==> config.mk <==
export PLATFORM = sky130hd
export DESIGN_NAME = imem_loader
export DESIGN_NICKNAME = d
export VERILOG_FILES = /design/src/rtl/imem_loader_pkg.sv /design/src/rtl/imem_loader_byte_assembler.sv /design/src/rtl/imem_loader.sv
export SDC_FILE = /design/constraint.sdc
export NUM_CORES = 1
export LEC_CHECK = 0
export ABC_CLOCK_PERIOD_IN_PS = 2400
export CAP_MARGIN = 0
export CORE_UTILIZATION = 25
export DETAILED_ROUTE_END_ITERATION = 16
export HOLD_SLACK_MARGIN = 0.02
export PLACE_DENSITY = 0.49
export SYNTH_ARGS = -nofsm -noshare
export SYNTH_HDL_FRONTEND = slang
export SYNTH_SLANG_ARGS = --single-unit
export TNS_END_PERCENT = 20
==> constraint.sdc <==
create_clock -name clk -period 2.4 [get_ports clk]
set_input_delay 0.36 -clock clk [delete_from_list [all_inputs] [get_ports clk]]
set_output_delay 0.36 -clock clk [all_outputs]
set_load 0.005 [all_outputs]
==> src/rtl/imem_loader_pkg.sv <==
// imem_loader_pkg: shared constants and loader state encodings for the IMEM
// program-load path.
//   IMEM_DEPTH_WORDS : default IMEM capacity in 32-bit words (also used by IMEM)
//   IMEM_WA          : default IMEM word-address width
//   ld_state_t       : loader FSM states (LD_LEN, LD_DATA, LD_CSUM, LD_DONE, LD_ERR)
package imem_loader_pkg;

  localparam int unsigned IMEM_DEPTH_WORDS = 1024;
  localparam int unsigned IMEM_WA          = 10;

  typedef enum logic [2:0] {
    LD_LEN  = 3'd0,
    LD_DATA = 3'd1,
    LD_CSUM = 3'd2,
    LD_DONE = 3'd3,
    LD_ERR  = 3'd4
  } ld_state_t;

  // States in which the loader consumes stream bytes.
  function automatic logic ld_accepting(input ld_state_t s);
    return (s == LD_LEN) || (s == LD_DATA) || (s == LD_CSUM);
  endfunction

endpackage

==> src/rtl/imem_loader_byte_assembler.sv <==
// imem_loader_byte_assembler: packs little-endian stream bytes into 32-bit words.
// Ports:
//   clk, reset     : clock, synchronous active-high reset
//   clear          : synchronous restart of the byte position (loader re-arm)
//   accept         : a byte is consumed this cycle
//   in_data        : stream byte
//   word_valid_c   : combinational, high in the cycle the 4th byte is consumed
//   word_c         : combinational assembled word, valid with word_valid_c
module imem_loader_byte_assembler (
  input  logic        clk,
  input  logic        reset,
  input  logic        clear,
  input  logic        accept,
  input  logic [7:0]  in_data,
  output logic        word_valid_c,
  output logic [31:0] word_c
);

  logic [1:0]  byte_idx;
  // Only the first three bytes need storage; the 4th comes straight from in_data.
  logic [23:0] shreg;

  assign word_valid_c = accept && (byte_idx == 2'd3);
  assign word_c       = {in_data, shreg};

  // Byte position and right-shifting byte store (first byte ends up in [7:0]).
  always_ff @(posedge clk) begin
    if (reset || clear) begin
      byte_idx <= 2'd0;
      shreg    <= 24'd0;
    end else if (accept) begin
      byte_idx <= byte_idx + 2'd1;
      shreg    <= {in_data, shreg[23:8]};
    end
  end

endmodule

==> src/rtl/imem_loader.sv <==
// imem_loader: pulls a byte stream into 32-bit words, writes them into IMEM via
// the program-load port and holds the core in reset until the image is complete.
// Frame: 4-byte LE length N (words), N LE words, optional 4-byte LE checksum.
// Build option: IMEM_LOADER_CSUM_EN adds a trailing checksum (sum of words mod 2^32).
// Ports:
//   clk, reset            : clock, synchronous active-high reset
//   start                 : re-arm pulse, honoured in DONE/ERR only
//   in_valid/in_data      : byte stream input; in_ready is the accept handshake
//   wr_en/wr_addr/wr_data : IMEM write strobe, word index and data
//   cpu_hold              : core reset hold (1 while loading or in error)
//   done/error            : image loaded / image rejected
//   words_loaded          : words written for the current image
module imem_loader
  import imem_loader_pkg::*;
#(
  parameter int unsigned DEPTH_WORDS = IMEM_DEPTH_WORDS,
  parameter int unsigned WA          = IMEM_WA
) (
  input  logic          clk,
  input  logic          reset,
  input  logic          start,
  input  logic          in_valid,
  input  logic [7:0]    in_data,
  output logic          in_ready,
  output logic          wr_en,
  output logic [WA-1:0] wr_addr,
  output logic [31:0]   wr_data,
  output logic          cpu_hold,
  output logic          done,
  output logic          error,
  output logic [WA:0]   words_loaded
);

`ifdef IMEM_LOADER_CSUM_EN
  localparam ld_state_t AFTER_DATA = LD_CSUM;
`else
  localparam ld_state_t AFTER_DATA = LD_DONE;
`endif

  ld_state_t   state;
  ld_state_t   next_state;
  logic        rearm_c;
  logic        accept_c;
  logic        word_valid_c;
  logic [31:0] word_c;
  logic        last_word_c;
  logic [WA:0] len_q;
`ifdef IMEM_LOADER_CSUM_EN
  logic [31:0] csum_q;
`endif

  assign accept_c    = in_valid && in_ready;
  assign last_word_c = ((words_loaded + (WA+1)'(1)) == len_q);

  imem_loader_byte_assembler u_asm (
    .clk          (clk),
    .reset        (reset),
    .clear        (rearm_c),
    .accept       (accept_c),
    .in_data      (in_data),
    .word_valid_c (word_valid_c),
    .word_c       (word_c)
  );

  // Next-state logic.
  always_comb begin
    next_state = state;
    rearm_c    = 1'b0;
    case (state)
      LD_LEN: begin
        if (word_valid_c) begin
          if (word_c > 32'(DEPTH_WORDS)) next_state = LD_ERR;
          else if (word_c == 32'd0)      next_state = AFTER_DATA;
          else                           next_state = LD_DATA;
        end
      end
      LD_DATA: begin
        if (word_valid_c && last_word_c) next_state = AFTER_DATA;
      end
`ifdef IMEM_LOADER_CSUM_EN
      LD_CSUM: begin
        if (word_valid_c) next_state = (word_c == csum_q) ? LD_DONE : LD_ERR;
      end
`endif
      LD_DONE, LD_ERR: begin
        if (start) begin
          next_state = LD_LEN;
          rearm_c    = 1'b1;
        end
      end
      default: next_state = LD_ERR;
    endcase
  end

  // State register, datapath and registered outputs.
  always_ff @(posedge clk) begin
    if (reset) begin
      state        <= LD_LEN;
      in_ready     <= 1'b1;
      wr_en        <= 1'b0;
      wr_addr      <= '0;
      wr_data      <= 32'd0;
      cpu_hold     <= 1'b1;
      done         <= 1'b0;
      error        <= 1'b0;
      words_loaded <= '0;
      len_q        <= '0;
`ifdef IMEM_LOADER_CSUM_EN
      csum_q       <= 32'd0;
`endif
    end else begin
      state    <= next_state;
      in_ready <= ld_accepting(next_state);
      // done waits one cycle in DONE so the final write never overlaps core release.
      done     <= (state == LD_DONE) && (next_state == LD_DONE);
      cpu_hold <= !((state == LD_DONE) && (next_state == LD_DONE));
      error    <= (next_state == LD_ERR);
      wr_en    <= word_valid_c && (state == LD_DATA);

      if (word_valid_c && (state == LD_LEN)) len_q <= word_c[WA:0];

      if (word_valid_c && (state == LD_DATA)) begin
        wr_addr      <= words_loaded[WA-1:0];
        wr_data      <= word_c;
        words_loaded <= words_loaded + (WA+1)'(1);
`ifdef IMEM_LOADER_CSUM_EN
        csum_q       <= csum_q + word_c;
`endif
      end

      if (rearm_c) begin
        words_loaded <= '0;
`ifdef IMEM_LOADER_CSUM_EN
        csum_q       <= 32'd0;
`endif
      end
    end
  end

endmodule

* Yosys cells after proc, flatten, opt, wreduce, memory -nomap -nowiden
Cells that the tools add are included.
Storage, ports and cells: input bits 12, logic and storage cells 47, register bits after elaboration 98, output and inout bits 58
Operators by class: add/sub/neg operators 2, reduce and logical (&&, ||, !) cells 15, equal/unequal tests 9, $lt $le $gt $ge 1, multiplexer cells 8
Operators with widths (count):
- > comparator 32 x 11 -> 1 bit (second input constant) | 1
- logical NOT 32 bit | 1
- 2-to-1 mux 3 bit | 4
- adder 11 x 1 -> 11 bit (second input constant) | 1
- equality test 11 bit | 1
- equality test 3 x 2 -> 1 bit (second input constant) | 3
- one-hot mux 3 bit (3 select lines) | 1
- equality test 3 x 1 -> 1 bit (second input constant) | 2
- equality test 3 bit (second input constant) | 2
- logical AND 1 bit | 6
- logical NOT 3 bit | 2
- OR reduction 2 bit | 2
- logical OR 1 bit | 3
- adder 2 x 1 -> 2 bit (second input constant) | 1
- equality test 2 bit (second input constant) | 1
- 2-to-1 mux 1 bit | 2
- 2-to-1 mux 2 bit | 1
- logical NOT 1 bit | 1

* Logic depth before layout (Yosys ltp)
depth after elaboration 8, depth in mapped cells 8, depth with buffers taken out 6

* Modules after synthesis
A second synthesis with hierarchy kept.
Second synthesis, totals: cell total of the unflattened synthesis 481, area, all modules 4062.6 sq um
By module, submodules not included:
- imem_loader | instances 1, area each 3022.9 sq um, cells each 386, sequential area each 1441.4 sq um
- imem_loader_byte_assembler | instances 1, area each 1039.7 sq um, cells each 95, sequential area each 520.5 sq um

* Worst setup path before layout
OpenSTA, ideal clock, no wires.
path kind register to register, start register u_asm.byte_idx[0], end register cpu_hold, data required time 2.273 ns, period minus slack after synthesis 2.074 ns, cell stages (with the launch flop) 7, buffers on the path 0, setup time 0.127 ns, data arrival time 1.947 ns, slack 0.326 ns, path through dfxtp_1 ha_1 nand4b_4 or3_4 or4_4 and2_4 or3_1
On the way: longest elaborated chain between the ends 8, elaborated cells between the ends (all ways) 9, those cells by class eq/ne: 2; mux: 3; reduce/logical: 4
RTL lines:
- start: declaration | RTL line imem_loader_byte_assembler.sv:19 | logic [1:0] byte_idx;
- start signal: assignment | RTL line imem_loader_byte_assembler.sv:32 | byte_idx <= byte_idx + 2'd1;
- equality test 2 bit * | RTL line imem_loader_byte_assembler.sv:23 | assign word_valid_c = accept && (byte_idx == 2'd3);
- logical AND 1 bit * | RTL line imem_loader_byte_assembler.sv:23
- logical AND 1 bit | RTL line imem_loader.sv:78 | if (word_valid_c && last_word_c) next_state = AFTER_DATA;
- 2-to-1 mux 3 bit | RTL line imem_loader.sv:78
- one-hot mux 3 bit (3 select lines) * | RTL line imem_loader.sv:69 | case (state)
- equality test 3 x 2 -> 1 bit * | RTL line imem_loader.sv:116 | cpu_hold <= !((state == LD_DONE) && (next_state == LD_DONE));
- logical AND 1 bit * | RTL line imem_loader.sv:116
- logical NOT 1 bit * | RTL line imem_loader.sv:116
- end signal: assignment | RTL line imem_loader.sv:116
- end: declaration | RTL line imem_loader.sv:28 | output logic cpu_hold,
Every way passes the cells marked *; elsewhere a longest branch is shown, timed or not. A chain may end at the register's enable or synchronous reset.

* Worst setup path after layout
start input port in_valid, end register cpu_hold
On the way: longest elaborated chain between the ends 8, elaborated cells between the ends (all ways) 9, those cells by class eq/ne: 1; mux: 3; reduce/logical: 5
RTL lines:
- start: declaration | RTL line imem_loader.sv:22 | input logic in_valid,
- logical AND 1 bit * | RTL line imem_loader.sv:52 | assign accept_c = in_valid && in_ready;
- logical AND 1 bit * | RTL line imem_loader_byte_assembler.sv:23
- logical AND 1 bit | RTL line imem_loader.sv:78
- 2-to-1 mux 3 bit | RTL line imem_loader.sv:78
- one-hot mux 3 bit (3 select lines) * | RTL line imem_loader.sv:69
- equality test 3 x 2 -> 1 bit * | RTL line imem_loader.sv:116
- logical AND 1 bit * | RTL line imem_loader.sv:116
- logical NOT 1 bit * | RTL line imem_loader.sv:116
Marked as above.

==> PnR_summary.wiki <==
{| class="wikitable"
! Metric !! Value
|-
| Setup repair after global routing missed its margin || false
|-
| Total count of max-transition violations in the final report || 0
|-
| Fillers || 1634
|-
| WS Path Type || input port to flip-flop
|-
| Clock tree from TritonCTS || yes
|-
| Largest buffer count on any clock path || 2
|-
| Cell count of the worst hold path || 2
|-
| Total setup buffers inserted after CTS || 0
|-
| Flop2flop setup slack || 0.27 ns
|-
| IO Count || 70
|-
| Proportion of layout cells with a drive suffix above 1 || under 10%
|-
| Row count || 45
|-
| Congestion Overflow GR || 0
|-
| Utilization after layout || 34.2%
|-
| Fraction of synthesis flops using an asynchronous set or reset pin || 0%
|-
| Total Nets Final || 581
|-
| First-pass iteration count of the detailed router || 4
|-
| Die W || 127 um
|-
| Global-route wire length before repair || 17.1 mm
|-
| Post-route cell area || roughly 0.0052 sq mm
|-
| Violation count after the first detailed-route iteration || 132
|-
| Portion of the clock cycle consumed by the worst path in the final layout || a little under 90%
|-
| Slew @ Worst Pin || 0.484 ns
|-
| MaxCap Viol Count || 0
|-
| Gr usage total || 13.5%
|-
| Multi-input gate area in the final layout || around 0.0018 sq mm
|-
| Run status || finished, final reports clean
|-
| Worst EP required || 2.63 ns
|-
| Clock skew || 0.0111 ns
|-
| Pin count of the biggest net entering global routing || 33
|-
| Instance area after placement || 0.00490 sq mm
|-
| Number of warnings reported in the yosys synthesis log || 0
|-
| Predominant post-synthesis flop cell || dfxtp_1
|-
| DR WL/cell || 13.3 um
|-
| Finish-stage setup viols || 0
|-
| Total power density per cell area || slightly above 600 mW/mm^2
|-
| Most frequent cells in the layout || nand2_1 (165), dfxtp_1 (98), a21oi_1 (83)
|-
| Number of nets with antenna violations after routing || 0
|-
| Classification of the worst-slack hold path || input port to flip-flop
|-
| Port Buffers || 69
|-
| Pleak || 0.00174 uW
|-
| P&R area growth vs syn || 33.8%
|-
| Number of antenna violations at the first check in global routing || 0
|-
| Final Routed Wirelength || 10.1 mm
|-
| Synthesized area per cell || 7.89 sq um
|-
| RD Place Congestion || 0.821
|-
| Sequential share of the synthesized area || a little over 50%
|-
| Height of the die || around 130 um
|-
| Core area || 0.0152 sq mm
|-
| Post-synthesis register bit count || 98
|-
| Final hold viol count || 0
|-
| Vias per cell || 4.61
|-
| Clock latency at the later pin of the worst-skew pair || 0.35 ns
|-
| Post-synthesis instance total || 492
|-
| Largest fanout on the critical path || 3
|-
| Clock tree sinks || 98
|-
| Clock Root Buffer || clkbuf_16
|-
| Worst voltage drop across the vdd grid || ~360 uV
|-
| Final period demand of the worst path || 2.13 ns
|-
| Number of synthesized flops with an enable pin || 0
|-
| Max Clk Rate || 0.468 GHz
|-
| Type of destination of the critical path || flip-flop
|-
| CTS buffer count || 9
|-
| PnR Total Power || roughly 3200 uW
|-
| Detailed-route via count || 3503
|-
| Commonest non-fill, non-tap cell in the layout || nand2_1
|-
| Depth of the most critical reg-to-reg path || 6
|-
| Post_cts resized || 0
|-
| Half-perimeter wire length after detailed placement || 7.20 mm
|-
| Slew Limit Headroom || between 60% and 70%
|-
| Netlist area before placement || ~0.0039 sq mm
|-
| Starting utilization of the core area || 25.5%
|-
| H-tree depth || 3
|-
| Drt drc || 0
|-
| Data arrival at the endpoint of the critical path || 2.37 ns
|-
| Number of nets in the synthesized netlist || 506
|-
| Die area || 0.0160 sq mm
|-
| Vias in the first global route || roughly 3.4k
|-
| Antenna fix cells || 0
|-
| Post-cts hold buffer count || 0
|-
| Number of distinct library cell variants in the gate-level netlist after synthesis || 37
|-
| Area used by sequential logic in the layout || approximately 0.0020 sq mm
|-
| Startpoint types || input port
|-
| Clock-pin slew on the worst setup and hold paths || around 0.07 ns
|}
[cell usage after synthesis, types with 2 or more instances]
library cell,number,area (sq um)
a21oi_1,83,415
a31oi_1,2,12.5
and2_1,2,12.5
buf_1,3,11.3
clkbuf_1,29,109
dfxtp_1,98,1960
ha_1,2,25.0
inv_1,6,22.5
nand2_1,165,619
nand3_1,3,15.0
nand4_1,6,37.5
nor2_1,21,78.8
nor2b_1,3,18.8
nor3_1,8,40.0
nor4_1,10,62.6
o21ai_0,2,10.0
o22ai_1,2,12.5
o31a_1,2,17.5
or2_2,2,12.5
or3_1,4,25.0
xnor2_1,19,166
xor2_1,5,43.8
[stage by stage]
step,setup WS (ns),hold WS [ns],setup TNS (ns),instances
3_3_place_gp,-0.0737,0.442,-0.0737,744
3_5_place_dp,-0.0901,0.451,-0.116,744
2_1_floorplan,0.326,0.440,0,492
5_1_grt,0.157,0.436,0,760
4_1_cts,0.253,0.403,0,760
6_report,0.265,0.405,0,760
[registers in the layout, indices dropped and copies added, names as in the netlist]
| register | flops |
|---|---|
| cpu_hold | 1 |
| done | 1 |
| error | 1 |
| in_ready | 1 |
| len_q | 11 |
| state | 3 |
| u_asm.byte_idx | 2 |
| u_asm.shreg | 24 |
| words_loaded | 11 |
| wr_addr | 10 |
| wr_data | 32 |
| wr_en | 1 |
[area by class of cell]
class / instances / area share (%)
multi-input combinational: 356 / 34.4
inverter: 6 / 0.434
clock inverter: 6 / 0.964
sequential: 98 / 37.8
timing repair buffer: 96 / 17.3
tap: 188 / 4.53
clock buffer: 10 / 4.60
[kinds of logic after synthesis]
kind of cell	Yosys count	synth area share (%)
AO/OA/AOI/OAI	99	13.9
AND/OR/NAND/NOR	230	25.6
flip-flops	98	50.5
buffers and inverters	38	3.67
multiplexers	1	0.290
adder cells (fa/ha/maj)	2	0.644
XOR/XNOR	24	5.41
[routing by layer]
metal	vias up	GRT usage [%]	part of all wire, %	wire [um]
met5	-	0	0	0
met4	0	4.04	1.1	108
met3	10	3.08	3.7	376
met2	75	23.6	49	4900
met1	1629	16.4	47	4710
li1	1789	-	-	-
[path summary, 6_finish.rpt]
| path | from | end |
|---|---|---|
| worst min-delay path | reset | state[0] |
| worst max-delay path | in_valid | cpu_hold |
| worst max register to register | u_asm.byte_idx[0] | cpu_hold |
| worst min register to register | wr_addr[4] | wr_addr[4] |
[report_power, final]
part | internal (uW) | switching (uW)
clock | 744 | 645
combinational | 50.4 | 75.6
sequential | 1640 | 19.8
[critical path, cell delays in order]
cell	delay, ns
clkdlybuf4s50_1	0.54
nand4b_4	0.12
or3_4	0.35
or4_4	0.53
and2_4	0.17
or3_1	0.29
No activity file was read; power rests on OpenSTA's default activity.
==> variant 1 (same flow settings) <==
Set the package constant `IMEM_WA` to 11 (it was 10).
--- a/src/rtl/imem_loader_pkg.sv
+++ b/src/rtl/imem_loader_pkg.sv
@@ -7,5 +7,5 @@
 
   localparam int unsigned IMEM_DEPTH_WORDS = 1024;
-  localparam int unsigned IMEM_WA          = 10;
+  localparam int unsigned IMEM_WA          = 11;
 
   typedef enum logic [2:0] {
Ports: changed (resized words_loaded and wr_addr); port bits go from 70 to 72. No check against the original RTL was run, so the function may have changed too.
==> variant 1 against the original RTL <==
- utilization fell by 0.61 points
- final area rose by 2.3%
- via count rose by 2.9%
- setup slack got worse by 0.20 ns
- synthesized area rose by 4.4%
- wire length rose by 9.4%
- power barely moved
- sequential cell count rose by 3
- critical path depth rose by 1
- largest cell class unchanged
==> variant 1: results (changes against the original RTL) <==
* DRT iter0 DRCs at 154 (+17%)
* Area taken by flip-flops and latches at 0.00202 mm^2 (+3.1%)
* Global-route total usage across every layer at 0.139 (+0.00414)
* Antenna violations before repair at 0 (unchanged)
* Total cell area at the placement stage at 0.00504 mm^2 (+2.9%)
* Most common library cells after synthesis: nand2_1 (150), dfxtp_1 (101), a21oi_1 (73), nor2_1 (36), clkbuf_1 (25)
* Number of fill cells in the layout at 1,662 (+1.7%)
* HPWL after detailed placement at 7740 um (+7.5%)
* Worst-case reg-to-reg path depth at 7 (+1)
* Arrival @ worst endpoint at 2.57 ns (+0.20 ns)
* Post-DR vias/cell at 4.56 (-1.1%)
* Vias after detailed routing at 3,606 (+2.9%)
* Ratio of cells with drive above 1 in the final layout at 0.0678 (-0.0266)
* Yosys warning total at 0 (unchanged)
* Switching part of the total power at 0.226 (-0.00657)
* Cell leakage power at 1.82 nW (+5.1%)
* Clock tree skew after final layout at 0.00790 ns (-0.00320 ns)
* Post-synthesis sequential area ratio at 0.499 (-0.00640)
* Number of nets in the synthesized netlist at 518 (+2.4%)
* Origin of the critical flop-to-flop path: words_loaded[1]$_SDFFE_PP0P_
* Critical path's largest stage delay at 0.46 ns (-0.08 ns)
* Ranking of synthesized cells by area: dfxtp_1 (50%), nand2_1 (14%), a21oi_1 (9.0%), xnor2_1 (3.7%), nor2_1 (3.3%)
* Total iterations of the first detailed-routing run at 6 (+2)
* Setup slack of the worst register-to-register path at 0.06 ns (-0.20 ns)
* Count of cell types in the netlist at 40 (+8.1%)
* Wire length reported by the detailed router at 11,000 um (+9.4%)
* Worst max-slew margin expressed relative to the limit at 0.636 (-0.0408)
* Max IR drop VDD at 0.306 mV (-15%)
* Maximum fanout along the worst path at 9 (+6)
* Proportion of synthesized flip-flops having asynchronous set or reset at 0 (unchanged)
* Global-route wire length before repair at 17,900 um (+4.5%)
* Net count reported at finish at 586 (+0.86%)
* Count of buffers added by post-CTS timing repair for setup at 0 (unchanged)
* Hold path endpoint: wr_en$_SDFF_PP0_
* Min-Delay Path Depth at 2 (unchanged)
* Largest regs: wr_data (32), u_asm.shreg (24)
* Largest net degree at the start of global routing at 51 (+55%)
* Result of the run: complete, no violations
* Count of buffers inserted at the top-level ports at 71 (+2.9%)
* Final weighted congestion in routability-driven placement at 0.819 (-0.20%)
* Pre-CTS WS at -0.00854 ns (+0.0816 ns)
* Cell count after synthesis at 504 (+2.4%)
* Vias in the first global route at 3,548 (+3.1%)
* CP max-delay cell: a2111o_1
* Number of instances in the placed design at 777 (+4.4%)
-- variant 1: cell count changes after synthesis, sizes merged, moves of 4 or more --
cell / before / now
nand2: 165 / 150
nand3: 3 / 10
mux2i: 0 / 12
buf: 3 / 10
a21oi: 83 / 73
clkbuf: 29 / 25
nor2: 21 / 36
-- variant 1: stage by stage --
step | power [W] | hold slack [ns]
6_report | 0.00318 | 0.376
5_1_grt | 0.00331 | 0.378
4_1_cts | 0.00323 | 0.359
3_5_place_dp | 0.00187 | 0.449
3_3_place_gp | 0.00187 | 0.446
2_1_floorplan | 0.00182 | 0.440
-- variant 1: layout make-up --
type | count | area share
clock buffer | 11 | 0.0457
clock inverter | 3 | 0.00400
inverter | 5 | 0.00353
multi-input combinational | 363 | 0.353
sequential | 101 | 0.381
tap | 216 | 0.0509
timing repair buffer | 92 | 0.163
-- variant 1: how the worst max path moves through the flow --
stage / start / endpoint / slack (ns)
detailed placement: in_valid / cpu_hold$_SDFF_PP1_ / -0.009
CTS: words_loaded[1]$_SDFFE_PP0P_ / cpu_hold$_SDFF_PP1_ / 0.07
finish: words_loaded[1]$_SDFFE_PP0P_ / cpu_hold$_SDFF_PP1_ / 0.06
global placement: in_valid / cpu_hold$_SDFF_PP1_ / 0.009
global route: words_loaded[1]$_SDFFE_PP0P_ / cpu_hold$_SDFF_PP1_ / 0.01
floorplan: words_loaded[6]$_SDFFE_PP0P_ / cpu_hold$_SDFF_PP1_ / 0.01
-- variant 1: what timing repair did --
action,CTS,global route
setup endpoints to repair,0,3
hold endpoints to repair,0,0
gates resized for setup,0,1
-- variant 1: worst max-delay path, delay by kind of cell (launching register included) --
family	cells	cell delay [ns]
compound gates	5	1.26
fa+ha+maj	1	0.34
flops	1	0.45
simple gates	1	0.19
-- variant 1: power groups by stage --
stage | clock network (W) | registers, W | logic [W]
2_1_floorplan | 0 | 0.00174 | 0.0000713
3_3_place_gp | 0 | 0.00175 | 0.000117
3_5_place_dp | 0 | 0.00175 | 0.000119
4_1_cts | 0.00140 | 0.00171 | 0.000120
5_1_grt | 0.00146 | 0.00171 | 0.000133
6_report | 0.00135 | 0.00171 | 0.000119
-- variant 1: cell families after synthesis --
| kind of cell | count (synthesis) | share of synthesized area |
|---|---|---|
| AOI/OAI and AO/OA | 94 | 0.128 |
| DFF | 101 | 0.499 |
| buffers and inverters | 40 | 0.0395 |
| and+or+nand+nor | 232 | 0.248 |
| muxes | 12 | 0.0296 |
| adders and majority gates | 2 | 0.00617 |
| xor gates and xnor gates | 23 | 0.0497 |
-- variant 1: routing by layer --
layer	up-vias	global-route usage	wire, um
li1	1817	-	-
met1	1696	0.165	4990
met2	77	0.238	5360
met3	16	0.0400	510
met4	0	0.0498	179
met5	-	0	0
==> variant 2 (config.mk and constraints unchanged) <==
Made on the original files. The output `error` loses its register stage (`error` becomes a continuous assignment).
--- a/src/rtl/imem_loader.sv
+++ b/src/rtl/imem_loader.sv
@@ -103,5 +103,4 @@
       cpu_hold     <= 1'b1;
       done         <= 1'b0;
-      error        <= 1'b0;
       words_loaded <= '0;
       len_q        <= '0;
@@ -115,5 +114,4 @@
       done     <= (state == LD_DONE) && (next_state == LD_DONE);
       cpu_hold <= !((state == LD_DONE) && (next_state == LD_DONE));
-      error    <= (next_state == LD_ERR);
       wr_en    <= word_valid_c && (state == LD_DATA);
 
@@ -138,4 +136,6 @@
   end
 
+  assign error = (next_state == LD_ERR);
+
 endmodule
 
Behaviour: not the same (Yosys sat finds a counterexample within 4 cycles, from zero or initial values and one cycle with reset high).
==> variant 2 against the original RTL <==
- synthesized area is 1.1% lower
- critical path depth is the same
- register-to-register slack improved by 0.08 ns
- wire length grew 3.7%
- final area increased by 2.0%
- first-iteration DRC count grew 37%
- die area down 1.1%
- power grew 1.2%
- setup slack lost 0.099 ns
- sequential cell count decreased by 1
- critical path type is now in -> out
==> variant 2: results (changes against the original RTL) <==
* Result of the run: complete, no violations
* Number of diodes added for antenna fixing at 0 (unchanged)
* Ranking of synthesized cells by area: dfxtp_1 (51%), nand2_1 (14%), a21oi_1 (9.5%), xnor2_1 (3.6%), nor2_1 (3.4%)
* Proportion of synthesized flip-flops having asynchronous set or reset at 0 (unchanged)
* Critical path's largest stage delay at 0.43 ns (-0.11 ns)
* Kind of cell with the highest combined delay on the critical path: simple AND/OR/NAND/NOR gates
* Number of H-tree levels at 3 (unchanged)
* Filler-free cell count of the finished design at 754 (-0.79%)
* Net count reported at finish at 580 (-0.17%)
* Critical Path Start: in_data[2]
* Primary flip-flop cell chosen by synthesis mapping: dfxtp_1
* Arrival @ worst endpoint at 1.87 ns (-0.50 ns)
* Vias after detailed routing at 3,430 (-2.1%)
* Launch point of the worst hold path: reset
* CTS root buffer: clkbuf_16
* Final weighted congestion in routability-driven placement at 0.820 (about the same)
* Number of instances in the placed design at 738 (-0.81%)
* Antenna violations before repair at 0 (unchanged)
* Post-synthesis sequential area ratio at 0.506 (about the same)
* Origin of the critical flop-to-flop path: u_asm.byte_idx[0]$_SDFFE_PP0P_
* Global-route met2 utilization at 0.222 (-0.0140)
* Wire length reported by the detailed router at 10,500 um (+3.7%)
* Number of pins exceeding their max-slew limit in the final report at 0 (unchanged)
* Number of buffers created by CTS at 9 (unchanged)
* Met3 track utilization from global routing at 0.0467 (+0.0159)
* Clock tree skew after final layout at 0.0126 ns (+0.00147 ns)
* Total iterations of the first detailed-routing run at 4 (unchanged)
* Worst max-slew margin expressed relative to the limit at 0.660 (-0.0176)
* DRT iter0 DRCs at 181 (+37%)
* Worst-skew pair later-pin latency at 0.35 ns (about the same)
* Path type of the worst min-delay path: in -> reg
* Max IR drop VDD at 0.385 mV (+6.6%)
* Count of buffers inserted at the top-level ports at 69 (unchanged)
* Count of cell types in the netlist at 38 (+2.7%)
* Global-route total usage across every layer at 0.138 (+0.00286)
* Per-instance average area after synthesis at 8.03 um^2 (+1.8%)
* HPWL after detailed placement at 7410 um (+2.9%)
* Buffer levels on the longest clock path at 2 (unchanged)
* Ratio of cells with drive above 1 in the final layout at 0.123 (+0.0284)
* Number of nets in the synthesized netlist at 492 (-2.8%)
* Cell leakage power at 1.81 nW (+4.3%)
* Maximum fanout along the worst path at 2 (-1)
* Number of fill cells in the layout at 1,557 (-4.7%)
* Global-route wire length before repair at 17,000 um (-0.40%)
* Yosys warning total at 0 (unchanged)
* Global Route met1 Usage at 0.173 (+0.00941)
* Most common library cells after synthesis: nand2_1 (148), dfxtp_1 (97), a21oi_1 (73), nor2_1 (35), clkbuf_1 (27)
* Vias in the first global route at 3,315 (-3.6%)
* CTS clock-pin slew for the worst setup and hold paths at 0.06 ns
* CP max-delay cell: clkdlybuf4s50_1
* Largest net degree at the start of global routing at 48 (+45%)
* Largest regs: wr_data (32), u_asm.shreg (24)
[variant 2: worst reg2reg max path, cell delays in order (launching register included)]
cell,delay [ns]
dfxtp_1,0.36
ha_1,0.17
nand3_1,0.13
or4_4,0.44
or4_4,0.57
a21oi_2,0.20
a311oi_1,0.06
[variant 2: path summary, 6_finish.rpt]
check,to,slack (ns),cells past startpoint
setup / recovery,error,0.17,6
hold / removal,wr_en$_SDFF_PP0_,0.38,2
setup reg to reg,in_ready$_SDFF_PP1_,0.35,6
hold reg to reg,wr_data[0]$_SDFFE_PP0P_,0.45,2
[variant 2: layout make-up]
class / instances / share of cell area
clock buffer: 10 / 0.0432
multi-input combinational: 347 / 0.345
timing repair buffer: 108 / 0.189
inverter: 3 / 0.00213
sequential: 97 / 0.367
clock inverter: 5 / 0.0106
tap: 184 / 0.0435
[variant 2: per-stage QoR]
step | utilization | total power, W | setup WS [ns] | cell area (um^2) | setup TNS, ns
2_1_floorplan | - | 0.00174 | 0.471 | 3840 | 0
3_3_place_gp | 0.335 | 0.00182 | -0.242 | 4950 | -0.242
3_5_place_dp | 0.335 | 0.00183 | -0.202 | 4950 | -0.229
4_1_cts | 0.358 | 0.00327 | 0.0604 | 5280 | 0
5_1_grt | 0.359 | 0.00336 | 0.0698 | 5300 | 0
6_report | 0.359 | 0.00322 | 0.166 | 5300 | 0
[variant 2: what timing repair did]
action / in CTS / in global routing
endpoints found under the setup margin: 1 / 1
pin swaps: 4 / 4
resized for setup: 8 / 5
endpoints found under the hold margin: 0 / 0
buffers inserted: 0 / 1
[variant 2: cells by family (layout without fill, tap and decap cells)]
kind of cell	after synthesis	in the layout	share of synthesized area
flip-flops	97	97	0.506
adder cells (fa/ha/maj)	2	2	0.00652
AND/OR/NAND/NOR	224	224	0.248
XOR/XNOR	24	24	0.0547
multiplexers	11	11	0.0287
buffers and inverters	34	126	0.0362
AO/OA/AOI/OAI	86	86	0.120
[variant 2: power by group]
| part | internal [W] | total [W] | switching (W) |
|---|---|---|---|
| sequential | 0.00163 | 0.00165 | 0.0000183 |
| combinational | 0.0000651 | 0.000150 | 0.0000848 |
| clock | 0.000803 | 0.00142 | 0.000618 |
| total | 0.00249 | 0.00322 | 0.000721 |
[variant 2: layer usage]
layer	wire length (um)	up-vias
met2	4930	86
met1	4950	1588
li1	-	1752
met3	534	4
met4	55	0
met5	0	-
